===== config.mk =====
export PLATFORM = sky130hd
export DESIGN_NAME = cdb_arbiter
export DESIGN_NICKNAME = d
export VERILOG_FILES = /design/src/rtl/cdb_arbiter_pkg.sv /design/src/rtl/cdb_fifo.sv /design/src/rtl/cdb_arbiter.sv
export SDC_FILE = /design/constraint.sdc
export NUM_CORES = 1
export LEC_CHECK = 0
export ABC_AREA = 1
export CAP_MARGIN = 25
export CORE_ASPECT_RATIO = 1.75
export CORE_MARGIN = 5
export CORE_UTILIZATION = 45
export DETAILED_ROUTE_END_ITERATION = 10
export GPL_ROUTABILITY_DRIVEN = 0
export PLACE_DENSITY = 0.7
export RECOVER_POWER = 25
export SYNTH_ARGS = -nofsm -noshare
export SYNTH_HDL_FRONTEND = slang
export SYNTH_SLANG_ARGS = --single-unit

===== constraint.sdc =====
create_clock -name clk -period 8.4 [get_ports clk]
set_input_delay 0.84 -clock clk [delete_from_list [all_inputs] [get_ports clk]]
set_output_delay 0.84 -clock clk [all_outputs]
set_load 0.02 [all_outputs]

===== src/rtl/cdb_arbiter_pkg.sv =====
// rtl/cdb_arbiter_pkg.sv - shared widths, producer indices and helpers for the CDB arbiter
`ifndef CDB_ARBITER_DEFINES
`define CDB_ARBITER_DEFINES
`define tagWidth 6
`define dataWidth 32
`endif

package cdb_arbiter_pkg;
    localparam int TAG_W   = `tagWidth;
    localparam int DATA_W  = `dataWidth;
    localparam int SRC_W   = 2;

    localparam int SRC_ALU = 0;
    localparam int SRC_LSB = 1;
    localparam int SRC_BR  = 2;

    // Round-robin successor of a producer index, wrapping at nsrc.
    function automatic logic [SRC_W-1:0] rr_next(input logic [SRC_W-1:0] idx, input int nsrc);
        return (int'(idx) == nsrc - 1) ? '0 : idx + 1'b1;
    endfunction
endpackage


===== src/rtl/cdb_fifo.sv =====
// rtl/cdb_fifo.sv - per-producer holding FIFO feeding the CDB arbiter
module cdb_fifo #(
    parameter int WIDTH = 38,
    parameter int DEPTH = 2
) (
    input  logic             clk,
    input  logic             rst,
    input  logic             flush,
    input  logic             push,
    input  logic [WIDTH-1:0] din,
    input  logic             pop,
    output logic [WIDTH-1:0] dout,
    output logic             empty,
    output logic             full
);
    localparam int AW = (DEPTH > 1) ? $clog2(DEPTH) : 1;
    localparam int CW = $clog2(DEPTH + 1);

    logic [WIDTH-1:0] mem [DEPTH];
    logic [AW-1:0]    wr_ptr;
    logic [AW-1:0]    rd_ptr;
    logic [CW-1:0]    count;
    logic             do_push;
    logic             do_pop;

    function automatic logic [AW-1:0] adv(input logic [AW-1:0] p);
        return (p == AW'(DEPTH - 1)) ? '0 : p + 1'b1;
    endfunction

    assign empty   = (count == '0);
    assign full    = (count == CW'(DEPTH));
    assign do_push = push & ~full;
    assign do_pop  = pop & ~empty;
    assign dout    = mem[rd_ptr];

    // Pointer and occupancy tracking; reset beats flush, flush beats push/pop.
    always_ff @(posedge clk) begin
        if (!rst || flush) begin
            wr_ptr <= '0;
            rd_ptr <= '0;
            count  <= '0;
        end else begin
            if (do_push) wr_ptr <= adv(wr_ptr);
            if (do_pop)  rd_ptr <= adv(rd_ptr);
            count <= count + CW'(do_push) - CW'(do_pop);
        end
    end

    // Entry storage; stale contents are harmless because occupancy gates reads.
    always_ff @(posedge clk) begin
        if (do_push) mem[wr_ptr] <= din;
    end
endmodule


===== src/rtl/cdb_arbiter.sv =====
// rtl/cdb_arbiter.sv - round-robin arbiter sharing one CDB between result producers
module cdb_arbiter
    import cdb_arbiter_pkg::*;
#(
    parameter int NSRC  = 3,
    parameter int DEPTH = 2
) (
    input  logic                     clk,
    input  logic                     rst,
    input  logic                     flush,
    input  logic [NSRC-1:0]          req_valid,
    input  logic [NSRC*TAG_W-1:0]    req_tag,
    input  logic [NSRC*DATA_W-1:0]   req_data,
    output logic [NSRC-1:0]          req_ready,
    output logic                     cdb_valid,
    output logic [TAG_W-1:0]         cdb_tag,
    output logic [DATA_W-1:0]        cdb_data,
    output logic [1:0]               cdb_src
);
    localparam int EW = TAG_W + DATA_W;

    logic [NSRC-1:0]  empty;
    logic [NSRC-1:0]  full;
    logic [NSRC-1:0]  push;
    logic [NSRC-1:0]  pop;
    logic [EW-1:0]    head [NSRC];

    logic [SRC_W-1:0] rr_ptr;
    logic             hi_valid, lo_valid, grant_valid;
    logic [SRC_W-1:0] hi_idx, lo_idx, grant_idx;
    logic [EW-1:0]    hi_head, lo_head, grant_head;

    // Ready depends only on FIFO fullness, never on the producer's valid.
    assign req_ready = ~full;
    assign push      = req_valid & ~full;

    for (genvar i = 0; i < NSRC; i++) begin : g_src
        cdb_fifo #(
            .WIDTH (EW),
            .DEPTH (DEPTH)
        ) u_fifo (
            .clk   (clk),
            .rst   (rst),
            .flush (flush),
            .push  (push[i]),
            .din   ({req_tag[i*TAG_W +: TAG_W], req_data[i*DATA_W +: DATA_W]}),
            .pop   (pop[i]),
            .dout  (head[i]),
            .empty (empty[i]),
            .full  (full[i])
        );
        assign pop[i] = grant_valid && (grant_idx == SRC_W'(i));
    end

    // Rotating priority: first non-empty at or above rr_ptr, else first non-empty from 0.
    always_comb begin
        hi_valid = 1'b0;
        hi_idx   = '0;
        hi_head  = '0;
        lo_valid = 1'b0;
        lo_idx   = '0;
        lo_head  = '0;
        for (int i = 0; i < NSRC; i++) begin
            if (!empty[i] && !lo_valid) begin
                lo_valid = 1'b1;
                lo_idx   = SRC_W'(i);
                lo_head  = head[i];
            end
            if (!empty[i] && !hi_valid && (i >= int'(rr_ptr))) begin
                hi_valid = 1'b1;
                hi_idx   = SRC_W'(i);
                hi_head  = head[i];
            end
        end
        grant_valid = hi_valid | lo_valid;
        grant_idx   = hi_valid ? hi_idx  : lo_idx;
        grant_head  = hi_valid ? hi_head : lo_head;
    end

    // Round-robin pointer advances past the winner; held on idle and flush cycles.
    always_ff @(posedge clk) begin
        if (!rst) begin
            rr_ptr <= SRC_W'(SRC_ALU);
        end else if (!flush && grant_valid) begin
            rr_ptr <= rr_next(grant_idx, NSRC);
        end
    end

    // Broadcast register; payload fields hold their last value while idle.
    always_ff @(posedge clk) begin
        if (!rst) begin
            cdb_valid <= 1'b0;
            cdb_tag   <= '0;
            cdb_data  <= '0;
            cdb_src   <= '0;
        end else if (flush) begin
            cdb_valid <= 1'b0;
        end else begin
            cdb_valid <= grant_valid;
            if (grant_valid) begin
                cdb_tag  <= grant_head[EW-1 -: TAG_W];
                cdb_data <= grant_head[DATA_W-1:0];
                cdb_src  <= grant_idx;
            end
        end
    end
endmodule


==> run_results.csv, run 1 <==
group,metric,value,unit
timing,relSlewSlack,32.4,%
clock_tree,cts_buffers,25,
grt,grt.met2_usage,33.0,%
layout,mostFrequentLayoutCell,"nand2_1",
layout,fin_util,56.1,%
clock_tree,cts.sinks,286,
timing,drv_slew,0,
grt,grt_util_met1,21.7,%
grt,grt_pass1_vias,8090,
timing,hold_viol_final,0,
timing,finClkSkew,0.00773,ns
critical_path,path_buf_inv,4,
layout,layout.nets,1489,
grt,gr-usage-met3,2.65,%
layout,insertedDiodeCount,0,
layout,register_area,8010,sq um
critical_path,crit_required,8.86,ns
logic_synthesis,synth_xor_area_share,0.217,%
logic_synthesis,syn_nets,1341,
timing,min_period_over_period,34.7,%
detailed_routing,antenna_left,0,
timing,max_freq,0.343,GHz
critical_path,worstSetupPathType,"in -> reg",
floorplan,die_height,227,microns
detailed_routing,wl,28000,microns
detailed_routing,viasPerCell,4.93,
run_status,status,"complete, no violations",
detailed_routing,first_pass_iters,5,
timing,fin_crit,2.92,ns
floorplan,die_w,134,microns
detailed_routing,wl_per_cell,16.4,microns
floorplan,rows,79,
clock_tree,cts_tree,"done",
logic_synthesis,synth_cell_types,30,
floorplan,initial_utilization,45.5,%
clock_tree,clock_path_buffers,3,
floorplan,fp.dieArea,30400,sq um
detailed_routing,vias,8418,
clock_tree,cts-root-buf,"clkbuf_16",
power_and_ir_drop,switching_share,39.0,%
logic_synthesis,synth_area,12100,sq um
floorplan,core_area,26600,sq um
critical_path,critPathMaxStageDelay,0.77,ns
critical_path,crit_family,"buffers and inverters",
min_path,hold_path_class,"reg -> reg",
power_and_ir_drop,p_per_area,346,nW/um^2
power_and_ir_drop,clockPowerShare,22.6,%
logic_synthesis,syn_inst,1215,
layout,multi_input_area,3480,sq um
grt,grt-busiest-layer,"met2",
critical_path,worstPathArrival,3.37,ns
logic_synthesis,seq_area_frac_synth,66.1,%
timing,finalSetupTns,0,ns
power_and_ir_drop,ir_worst_vdd,0.203,mV
critical_path,crit_fanout,41,
logic_synthesis,ys_warn_count,0,
power_and_ir_drop,p_switching,2010,uW
clock_tree,insertion_delay,0.53,ns
clock_tree,cts_setup_buffers,0,
job,drv_cap,0,
grt,grt_max_degree,71,
layout,nFillCells,2246,
timing,worst_slew_pin_slew,1.01,ns
grt,grt_usage,18.1,%
critical_path,cp_cell_sequence,"clkdlybuf4s50_1 -> buf_4 -> inv_1 -> nor2_2 -> nand2_2 -> inv_1 -> a21oi_1 -> nor2_1",
logic_synthesis,synth_area_per_cell,9.97,sq um
timing,setup_viol,0,
clock_tree,cts_resized,0,
clock_tree,hold_buffers,0,
critical_path,endpoint_kind,"flip-flop",
critical_path,start_kind,"input port",
detailed_routing,post-route-drc-count,0,
logic_synthesis,muxShareOfSynthArea,1.22,%
floorplan,ios,164,
timing,rsz0062_at_grt,"no",
layout,layout_common_cells,"nand2_1 (389), edfxtp_1 (228), nor2_1 (118)",
power_and_ir_drop,power.internal,3140,uW
layout,final_layout_size_suffix_gt1_share,7.02,%
placed_design,hpwlAfterDp,20400,microns
logic_synthesis,synth-simple-area-share,19.7,%
logic_synthesis,synth_top_family_by_area,"simple AND/OR/NAND/NOR gates",
critical_path,cp_slowest_cell,"inv_1",
grt,antenna_found_initial,0,
critical_path,crit_top_cell,"inv_1",
power_and_ir_drop,comb_power_share,40.8,%
grt,grt_pass1_wl,42900,microns
placed_design,portBuffers,163,
grt,gr-total-overflow,0,
clock_tree,h-tree-depth,1,
logic_synthesis,synthAdderAreaFrac,0.620,%
clock_tree,cts.reportedPaths.clkPinSlew,0.07,ns
power_and_ir_drop,p_leak,0.00591,uW
layout,area_growth,23.1,%
logic_synthesis,synth_compound_area_share,6.57,%
power_and_ir_drop,pwr-share-seq,36.5,%
detailed_routing,drtIter0Drc,665,
logic_synthesis,synth_seq_cells,286,
registers in the layout (all words and copies together) (netlist names), named ones only:
name,cells
cdb_data,32
rr_ptr,2
cdb_valid,1
g_src.u_fifo.count,6
g_src.u_fifo.rd_ptr,3
cdb_src,2
g_src.u_fifo.mem,228
cdb_tag,6
g_src.u_fifo.wr_ptr,3
logic make-up after synthesis:
group	count (synthesis)
xor gates and xnor gates	3
AOI/OAI and AO/OA	157
and+or+nand+nor	590
buffers and inverters	159
muxes	14
DFF	286
adders and majority gates	6
synth_stat cells (all sizes together):
| cell | instances | area [sq um] |
|---|---|---|
| buf | 36 | 204 |
| o21ai | 106 | 531 |
| nand3 | 33 | 170 |
| nor2 | 133 | 529 |
| a21oi | 47 | 235 |
| dfxtp | 58 | 1160 |
| mux2i | 8 | 80.1 |
| o21a | 2 | 15.0 |
| clkbuf | 18 | 71.3 |
| mux2 | 6 | 67.6 |
| edfxtp | 228 | 6850 |
| inv | 105 | 394 |
| nand2 | 396 | 1510 |
| o211ai | 2 | 15.0 |
| nand4 | 3 | 18.8 |
| or2 | 25 | 156 |
| ha | 6 | 75.1 |
| xnor2 | 3 | 26.3 |
routing by layer:
metal,vias up,share of wire (%)
li1,4275,-
met1,3840,40
met2,256,52
met3,47,5.8
met4,0,3.0
met5,-,0
power by group through the flow:
stage               sequential [uW]  combinational (uW)  clock [uW]
floorplan                      1950                1400           0
global placement               1910                2060           0
global route                   1900                2370        1250
finish                         1880                2100        1170
CTS                            1890                2120        1190
detailed placement             1920                2110           0
worst paths after layout:
| path | startpoint | slack, ns | end | cells after the start |
|---|---|---|---|---|
| setup reg to reg | g_src[0].u_fifo.count[1] | 5.52 | g_src[0].u_fifo.count[1] | 12 |
| hold reg to reg | g_src[2].u_fifo.rd_ptr | 0.46 | flip-flop | 1 |
| hold / removal | g_src[2].u_fifo.rd_ptr | 0.46 | flip-flop | 1 |
| setup / recovery | rst | 5.48 | cdb_data[8] | 8 |
cell type report:
cell class,count,area share [%]
clock buffers,30,4.53
repair buffers,175,11.9
well taps,324,2.72
multi-input cells,770,23.3
inverters,105,2.64
clock inverters,16,1.15
flip-flops and latches,286,53.7
stage by stage:
step                hold WS, ns  cell area (sq um)  total power [uW]  setup WS [ns]  instances
floorplan                 0.425              12100              3350           5.41       1215
global placement          0.438              14000              3980           5.07       1656
detailed placement        0.447              14100              4020           4.96       1660
CTS                       0.464              14900              5200           5.49       1706
global route              0.485              14900              5520           5.20       1706
finish                    0.464              14900              5160           5.48       1706
Power figures use the tool's default switching activity.
==> run 2, diff against run 1 <==
==> constraint.sdc (replaced) <==
create_clock -name clk -period 2.7 [get_ports clk]
set_input_delay 0.27 -clock clk [delete_from_list [all_inputs] [get_ports clk]]
set_output_delay 0.27 -clock clk [all_outputs]
set_load 0.02 [all_outputs]
==> run 2 against run 1 <==
Clock skew grew 0.0036 ns; final area increased by 0.40%; register-to-register slack worse by 5.2 ns.
==> run_results.csv, run 2 (synthesis results as in run 1) <==
group,metric,value,unit
run_status,status,"complete, no violations",
grt,antenna_found_initial,1,
critical_path,endpoint,"g_src[0].u_fifo.count[1]",
critical_path,worstReg2RegStart,"g_src[1].u_fifo.count[1]",
floorplan,initial_utilization,45.5,%
grt,gr-usage-met3,2.19,%
detailed_routing,wl,28100,microns
critical_path,path_buf_inv,2,
timing,finClkSkew,0.0113,ns
grt,grt_usage,18.5,%
timing,finalSetupTns,0,ns
grt,grt_util_met1,23.5,%
floorplan,fp.dieArea,30400,sq um
job,drv_cap,0,
layout,finish.instance_area,15000,sq um
clock_tree,cts_setup_buffers,0,
floorplan,die_w,134,microns
timing,drv_slew,0,
critical_path,cp_cell_sequence,"nor2_2 -> nor2_1 -> nor2_2 -> nand2_2 -> nand4_1 -> inv_1 -> ha_1 -> inv_1 -> ha_1 -> xnor2_1 -> or2_2 -> a21oi_1",
critical_path,crit_family,"simple AND/OR/NAND/NOR gates",
timing,fin_crit,2.34,ns
detailed_routing,vias,8539,
critical_path,endpoint_kind,"flip-flop",
placed_design,place_area,14100,sq um
clock_tree,cts.reportedPaths.clkPinSlew,0.07,ns
floorplan,ios,164,
grt,grt_max_degree,43,
clock_tree,cts_resized,0,
layout,final_layout_size_suffix_gt1_share,7.69,%
critical_path,worstSetupPathType,"reg -> reg",
floorplan,core_area,26600,sq um
layout,area_growth,23.6,%
timing,worst_slew_pin_slew,0.752,ns
layout,mostFrequentLayoutCell,"nand2_1",
grt,gr-total-overflow,0,
power_and_ir_drop,p_leak,0.00597,uW
timing,rsz0062_at_grt,"no",
clock_tree,h-tree-depth,1,
timing,relSlewSlack,49.8,%
critical_path,rr_worst_depth,12,
critical_path,r2r_slack,0.36,ns
power_and_ir_drop,ir_worst_vdd,0.602,mV
detailed_routing,drtIter0Drc,683,
min_path,worst_hold_startpoint,"req_data[95]",
critical_path,crit_cells,12,
critical_path,start_kind,"flip-flop",
clock_tree,insertion_delay,0.53,ns
power_and_ir_drop,fin_total_pwr,16000,uW
placed_design,portBuffers,163,
min_path,hold_path_class,"in -> reg",
detailed_routing,first_pass_iters,5,
detailed_routing,antenna_left,0,
layout,regMostFlops,"g_src.u_fifo.mem",
clock_tree,cts-root-buf,"clkbuf_16",
timing,whs,0.339,ns
detailed_routing,post-route-drc-count,0,
critical_path,startpoint,"g_src[1].u_fifo.count[1]",
layout,largest_register_ffs,228,
clock_tree,cts.sinks,286,
critical_path,worstPathArrival,2.80,ns
critical_path,cp_slowest_cell,"dfxtp_1",
grt,grt-busiest-layer,"met2",
floorplan,die_height,227,microns
timing,hold_viol_final,0,
clock_tree,clock_path_buffers,3,
power_and_ir_drop,p_per_area,1070,nW/um^2
critical_path,reg2reg_to,"g_src[0].u_fifo.count[1]",
clock_tree,cts_tree,"done",
clock_tree,hold_buffers,0,
critical_path,crit_fanout,10,
detailed_routing,viasPerCell,4.98,
clock_tree,cts_buffers,25,
timing,max_freq,0.428,GHz
placed_design,hpwlAfterDp,20600,microns
grt,grt_pass1_wl,44300,microns
timing,setup_viol,0,
detailed_routing,wl_per_cell,16.4,microns
critical_path,critPathMaxStageDelay,0.35,ns
critical_path,crit_required,3.16,ns
timing,min_period_over_period,86.5,%
floorplan,rows,79,
layout,top_regs,"g_src.u_fifo.mem (228), cdb_data (32)",
layout,layout_common_cells,"nand2_1 (389), edfxtp_1 (228), nor2_1 (119)",
grt,grt_pass1_vias,8454,
layout,layout.nets,1499,
grt,grt.met2_usage,32.3,%
[run 2: worst min-delay path by stage]
stage	cells past startpoint	end
2_1_floorplan	0	g_src[0].u_fifo.mem[0][0]
3_3_place_gp	1	g_src[2].u_fifo.rd_ptr
3_5_place_dp	1	flip-flop
5_1_grt	1	g_src[2].u_fifo.mem[1][31]
4_1_cts	1	g_src[1].u_fifo.mem[0][32]
6_report	1	g_src[2].u_fifo.mem[1][31]
[run 2: stage by stage]
step / utilization (%) / instances / worst slack [ns]
4_1_cts: 56.3 / 1715 / 0.371
2_1_floorplan: - / 1215 / 0.503
6_report: 56.3 / 1716 / 0.365
5_1_grt: 56.3 / 1716 / 0.168
3_5_place_dp: 53.2 / 1670 / 0.388
3_3_place_gp: 53.2 / 1670 / 0.486
[run 2: routing by layer]
layer / share of wire, % / vias up
met5: 0 / -
met4: 3.7 / 0
met3: 4.9 / 55
met2: 50 / 228
met1: 41 / 3957
li1: - / 4299
[run 2: cell type report]
cell class / count / area (sq um)
clock inverters: 14 / 165
repair buffers: 185 / 1850
diodes: 1 / 2.50
clock buffers: 31 / 668
well taps: 324 / 405
multi-input cells: 770 / 3480
fillers: 2205 / 11600
inverters: 105 / 394
flip-flops and latches: 286 / 8010
[run 2: worst reg2reg max path, stage by stage (launching register included)]
cell,delay [ns]
dfxtp_1,0.35
nor2_2,0.23
nor2_1,0.13
nor2_2,0.14
nand2_2,0.15
nand4_1,0.18
inv_1,0.06
ha_1,0.28
inv_1,0.04
ha_1,0.18
xnor2_1,0.13
or2_2,0.28
a21oi_1,0.12
[run 2: where the power goes]
part	internal [uW]	switching, uW
Sequential	5490	341
Combinational	2300	4260
Clock	2060	1560
Total	9850	6160
==> run 3, diff against run 2 <==
--- a/config.mk
+++ b/config.mk
@@ -12,6 +12,7 @@
 export CORE_UTILIZATION = 45
 export DETAILED_ROUTE_END_ITERATION = 10
 export GPL_ROUTABILITY_DRIVEN = 0
+export HOLD_SLACK_MARGIN = 0.15
 export PLACE_DENSITY = 0.7
 export RECOVER_POWER = 25
 export SYNTH_ARGS = -nofsm -noshare
==> results of run 3 <==
Same layout as run 2: the final DEF is identical, and so are final timing and power.
